File: config.mk
export PLATFORM = sky130hd
export DESIGN_NAME = snake_body_tracker
export DESIGN_NICKNAME = d
export VERILOG_FILES = /design/src/rtl/snake_body_tracker.sv
export SDC_FILE = /design/constraint.sdc
export NUM_CORES = 1
export LEC_CHECK = 0
export CAP_MARGIN = 10
export CORE_ASPECT_RATIO = 1.1
export CORE_MARGIN = 2
export CORE_UTILIZATION = 56
export CTS_BUF_LIST = sky130_fd_sc_hd__clkbuf_8 sky130_fd_sc_hd__clkbuf_16
export DETAILED_ROUTE_END_ITERATION = 6
export GPL_TIMING_DRIVEN = 1
export MAX_ROUTING_LAYER = met4
export PLACE_DENSITY = 0.73
export RECOVER_POWER = 50
export SLEW_MARGIN = 25
export SYNTH_ARGS = -nofsm -noshare
export SYNTH_HDL_FRONTEND = slang
export SYNTH_SLANG_ARGS = --single-unit
File: constraint.sdc
create_clock -name clk -period 5.7 [get_ports clk]
set_clock_uncertainty 0.2 [all_clocks]
set_input_delay 1.71 -clock clk [delete_from_list [all_inputs] [get_ports clk]]
set_output_delay 1.71 -clock clk [all_outputs]
set_load 0.05 [all_outputs]
File: src/rtl/snake_body_tracker.sv
// Snake body tracker: circular {x,y} body buffer with a serial self-collision scan per move.
// Optional build macro SNAKE_BOUNDS_CHECK_EN kills the snake on off-board candidates.
module snake_body_tracker #(
    parameter int BOARD_WIDTH  = 20,
    parameter int BOARD_HEIGHT = 20,
    parameter int ADDR_WIDTH   = 5,
    parameter int MAX_LEN      = 32,
    parameter int LEN_WIDTH    = 6,
    parameter int INIT_X       = 10,
    parameter int INIT_Y       = 10
) (
    input  logic                  clk,
    input  logic                  reset,
    input  logic                  step,
    input  logic                  grow,
    input  logic [ADDR_WIDTH-1:0] next_head_x,
    input  logic [ADDR_WIDTH-1:0] next_head_y,
    output logic [ADDR_WIDTH-1:0] head_x,
    output logic [ADDR_WIDTH-1:0] head_y,
    output logic [LEN_WIDTH-1:0]  length,
    output logic                  busy,
    output logic                  step_done,
    output logic                  collision
);

    // state  | meaning
    // IDLE   | waiting for step
    // SCAN   | comparing candidate against body entry hp-i, one per cycle
    // COMMIT | advance hp and write the candidate as new head
    // DEAD   | collision seen, frozen until reset
    typedef enum logic [1:0] {IDLE, SCAN, COMMIT, DEAD} state_t;

    localparam int PTR_W = $clog2(MAX_LEN);

`ifdef SNAKE_BOUNDS_CHECK_EN
    localparam bit BoundsEn = 1'b1;
`else
    localparam bit BoundsEn = 1'b0;
`endif

    state_t                state_q, state_d;
    logic [ADDR_WIDTH-1:0] mem_x_q [MAX_LEN];
    logic [ADDR_WIDTH-1:0] mem_y_q [MAX_LEN];
    logic [PTR_W-1:0]      hp_q, hp_d;
    logic [LEN_WIDTH-1:0]  len_q, len_d;
    logic [LEN_WIDTH-1:0]  n_q, n_d;
    logic [LEN_WIDTH-1:0]  i_q, i_d;
    logic [ADDR_WIDTH-1:0] cand_x_q, cand_x_d, cand_y_q, cand_y_d;
    logic [ADDR_WIDTH-1:0] head_x_q, head_x_d, head_y_q, head_y_d;
    logic                  g_q, g_d;
    logic                  step_done_q, step_done_d;
    logic                  collision_q, collision_d;
    logic                  mem_we;

    logic [LEN_WIDTH-1:0]  n_calc;
    logic [PTR_W-1:0]      scan_idx;
    logic                  match, scan_last, oob;

    // With grow the tail stays put and must be scanned; without grow it vacates.
    assign n_calc    = grow ? len_q : len_q - LEN_WIDTH'(1);
    assign scan_idx  = hp_q - i_q[PTR_W-1:0];
    assign match     = (mem_x_q[scan_idx] == cand_x_q) && (mem_y_q[scan_idx] == cand_y_q);
    assign scan_last = (i_q == n_q - LEN_WIDTH'(1));
    assign oob       = BoundsEn && ((32'(next_head_x) >= BOARD_WIDTH) ||
                                    (32'(next_head_y) >= BOARD_HEIGHT));

    always_ff @(posedge clk or negedge reset) begin
        if (!reset) state_q <= IDLE;
        else        state_q <= state_d;
    end

    always_comb begin
        state_d = state_q;
        case (state_q)
            IDLE: begin
                if (step) begin
                    if (oob)                 state_d = DEAD;
                    else if (n_calc == '0)   state_d = COMMIT;
                    else                     state_d = SCAN;
                end
            end
            SCAN: begin
                if (match)          state_d = DEAD;
                else if (scan_last) state_d = COMMIT;
            end
            COMMIT:  state_d = IDLE;
            DEAD:    state_d = DEAD;
            default: state_d = IDLE;
        endcase
    end

    always_comb begin
        busy      = (state_q != IDLE);
        head_x    = head_x_q;
        head_y    = head_y_q;
        length    = len_q;
        step_done = step_done_q;
        collision = collision_q;
    end

    always_comb begin
        hp_d        = hp_q;
        len_d       = len_q;
        n_d         = n_q;
        i_d         = i_q;
        cand_x_d    = cand_x_q;
        cand_y_d    = cand_y_q;
        head_x_d    = head_x_q;
        head_y_d    = head_y_q;
        g_d         = g_q;
        step_done_d = 1'b0;
        collision_d = collision_q;
        mem_we      = 1'b0;
        case (state_q)
            IDLE: begin
                if (step) begin
                    cand_x_d = next_head_x;
                    cand_y_d = next_head_y;
                    g_d      = grow;
                    n_d      = n_calc;
                    i_d      = '0;
                    if (oob) collision_d = 1'b1;
                end
            end
            SCAN: begin
                if (match) collision_d = 1'b1;
                else       i_d = i_q + LEN_WIDTH'(1);
            end
            COMMIT: begin
                hp_d        = hp_q + PTR_W'(1);
                mem_we      = 1'b1;
                head_x_d    = cand_x_q;
                head_y_d    = cand_y_q;
                step_done_d = 1'b1;
                if (g_q && (len_q < LEN_WIDTH'(MAX_LEN))) len_d = len_q + LEN_WIDTH'(1);
            end
            default: ;
        endcase
    end

    always_ff @(posedge clk or negedge reset) begin
        if (!reset) begin
            for (int k = 0; k < MAX_LEN; k++) begin
                mem_x_q[k] <= ADDR_WIDTH'(INIT_X);
                mem_y_q[k] <= ADDR_WIDTH'(INIT_Y);
            end
            hp_q        <= '0;
            len_q       <= LEN_WIDTH'(1);
            n_q         <= '0;
            i_q         <= '0;
            cand_x_q    <= '0;
            cand_y_q    <= '0;
            head_x_q    <= ADDR_WIDTH'(INIT_X);
            head_y_q    <= ADDR_WIDTH'(INIT_Y);
            g_q         <= 1'b0;
            step_done_q <= 1'b0;
            collision_q <= 1'b0;
        end else begin
            if (mem_we) begin
                mem_x_q[hp_d] <= cand_x_q;
                mem_y_q[hp_d] <= cand_y_q;
            end
            hp_q        <= hp_d;
            len_q       <= len_d;
            n_q         <= n_d;
            i_q         <= i_d;
            cand_x_q    <= cand_x_d;
            cand_y_q    <= cand_y_d;
            head_x_q    <= head_x_d;
            head_y_q    <= head_y_d;
            g_q         <= g_d;
            step_done_q <= step_done_d;
            collision_q <= collision_d;
        end
    end

endmodule

==> results.toml <==
[setup_path]
worstSetupEndpointType = "register"
cp-startpoint = "hp_q[0]"
r2r_cells = 12
timing.rr.start = "hp_q[0]"
cp_data_required_time_ps = 5900
path_class = "reg2reg"
worstPathArrival_ps = 5470
crit_path_start_kind = "register"
worstPathMaxFanout = 25

[yosys]
ys_seq_area_frac = 0.533
synth_fp_nets = 1358
syn_area_sq_mm = 0.0176
yosys_warnings = 0
ys_ff_latch = 368
synth_flop_cell = "dfrtp_1"
synth_edf_count = 0
async_flop_share = 1.00
netlist_instances = 1334
yosysUniqueCellTypes = 66
synth_area_per_cell_sq_um = 13.2

[floorplan]
rows = 68
die_h_um = 190
io_pins = 33
fp.dieArea_sq_mm = 0.0329
die_x_um = 173
floorplan.initialDensity = 0.565
core_sq_mm = 0.0311

[final_layout]
fillCellCount = 2366
drive_above_1_share = 0.401
stdcell_area_sq_mm = 0.0196
fin_nets = 1365
stdcell_count = 1792
areaGrowthSynthToFinish_pct = 11.3
final_util = 0.629

[clocking]
h-tree-depth = 2
cts_hold_buffers = 0
cts_resized = 0
worstSkewPairLatency_ps = 520
cts_buffers = 38
clk_pin_slew_ps = 60
cts_root_buf = "clkbuf_16"
cts_setup_buffers = 0
numClockSinks = 368
cts_max_path_buffers = 3
cts_tree = "yes"

[detailed_routing]
final_antenna_net_count = 0
drc_errors = 0
drt_first_pass_iters = 4
first_iter_violations = 923
vias = 11100
via_per_inst = 6.17
routed_wl_um = 41700
wl_per_cell_um = 23.2

[worst_hold_path]
hp-class = "reg2reg"
hp-start = "head_y[1]"
hold_depth = 2

[place]
place_hpwl_um = 26600
dp.cells = 1721
placed_area_sq_mm = 0.0183
port_buffers = 32
place.gp.congestion = 0.884

[flow_run]
maxCapViolCount = 1

[power_and_ir_drop]
powerDensity_mw_per_mm2 = 490
peakVddDrop_mv = 0.358
p_leak_nw = 8.72
design_power_total_mw = 9.60

[timing]
rsz0062_at_grt = "no"
period_minus_slack_ps = 5260
worst_slew_pin_slew_ps = 2620
fin_tns_setup_ps = 0
period_share = 0.923
finalSetupViolations = 0
finalMaxSlewViolations = 103
clock.fmax_mhz = 190
hold_viol = 0
slew_headroom = -0.750

[status]
violations = "max-capacitance violations, max-slew violations"
status = "complete, but fails checks"

[grt]
grt.overflow.total = 0
grt_pass1_wl_um = 66700
grt_pass1_vias = 11500
grt_max_degree = 105
antenna_found_initial = 1
grt_usage = 0.270
-- power by group --
group	switching, mW	internal (mW)
logic	2.34	1.51
registers	0.322	2.88
clock network	1.01	1.55
-- state kept, by name (all words and copies together), names as in the netlist --
register   cells
mem_x_q      160
mem_y_q      160
i_q            6
length         6
n_q            6
cand_x_q       5
cand_y_q       5
head_x         5
head_y         5
hp_q           5
state_q        2
collision      1
g_q            1
step_done      1
-- stage by stage --
stage          hold WS (ps)  setup slack [ps]
5_1_grt                 296               273
3_3_place_gp            255               661
2_1_floorplan           242              1480
3_5_place_dp            258               593
6_report                264               437
4_1_cts                 274               552
-- cell type report --
| type | instances | area (sq um) | area share |
|---|---|---|---|
| clock buffer | 53 | 1190 | 0.0608 |
| sequential | 368 | 9380 | 0.479 |
| inverter | 19 | 71.3 | 0.00364 |
| timing repair buffer | 71 | 638 | 0.0326 |
| antenna | 1 | 2.50 | 0.000128 |
| tap | 420 | 526 | 0.0268 |
| multi-input combinational | 843 | 7650 | 0.391 |
| clock inverter | 17 | 129 | 0.00658 |
-- cells in the final DEF, fill, tap and decap left out, drive strengths merged, types with 13 or more instances in the layout --
master,n
buf,35
clkbuf,58
clkdlybuf4s50,31
dfrtp,235
dfstp,133
inv,24
mux2,232
mux2i,27
mux4,80
nand2,174
nand3,16
nor2,14
nor3,20
nor4,13
o21ai,121
xnor2,14
-- Yosys cell counts, types with 11 or more instances --
cell type  count  area share
dfrtp_1      235        0.33
mux2_2       231        0.15
nand2_1      174       0.037
dfstp_2      133        0.20
o21ai_0      121       0.034
clkbuf_1      70       0.015
mux4_2        59       0.076
mux2i_1       27       0.015
mux4_1        21       0.031
nor3_1        20      0.0057
inv_1         16      0.0034
nand3_1       16      0.0046
nor2_1        14      0.0030
xnor2_1       13      0.0065
nand4_1       12      0.0043
xor2_1        11      0.0055
-- final timing paths --
kind	endpoint	slack, ps
worst min-delay path	head_y[1]	260
worst max-delay path	i_q[3]	440
worst max register to register	i_q[3]	440
worst min register to register	head_y[1]	260
max in group asynchronous	mem_y_q[137]	950
min in group asynchronous	mem_x_q[64]	1820
-- routing by layer --
| metal | share of wire | wire length [um] | global-route usage | vias up |
|---|---|---|---|---|
| met1 | 0.43 | 17800 | 0.351 | 5741 |
| met5 | 0 | 0 | - | - |
| met2 | 0.48 | 20100 | 0.431 | 342 |
| met4 | 0.035 | 1450 | 0.0978 | 0 |
| met3 | 0.057 | 2370 | 0.0502 | 99 |
| li1 | - | - | - | 4870 |
-- worst max-delay path, cell delays in order, from the launching register on --
cell,delay (ps)
dfrtp_1,450
inv_1,150
ha_4,190
fa_4,1040
buf_4,310
mux4_2,330
mux2i_1,340
mux2i_1,170
xor2_1,170
a2111oi_1,680
o2111ai_2,430
and2_4,340
a311o_1,310
-- logic make-up (layout without fill, tap and decap cells) --
family | count (synthesis) | after routing | synth area share
AND/OR/NAND/NOR | 284 | 284 | 0.0761
multiplexers | 339 | 339 | 0.271
flip-flops | 368 | 368 | 0.533
buffers and inverters | 123 | 160 | 0.0352
other | 0 | 1 | 0
adder cells (fa/ha/maj) | 10 | 10 | 0.00754
XOR/XNOR | 25 | 25 | 0.0129
AO/OA/AOI/OAI | 185 | 185 | 0.0646
Note: power is estimated with default switching activity, not from simulation.
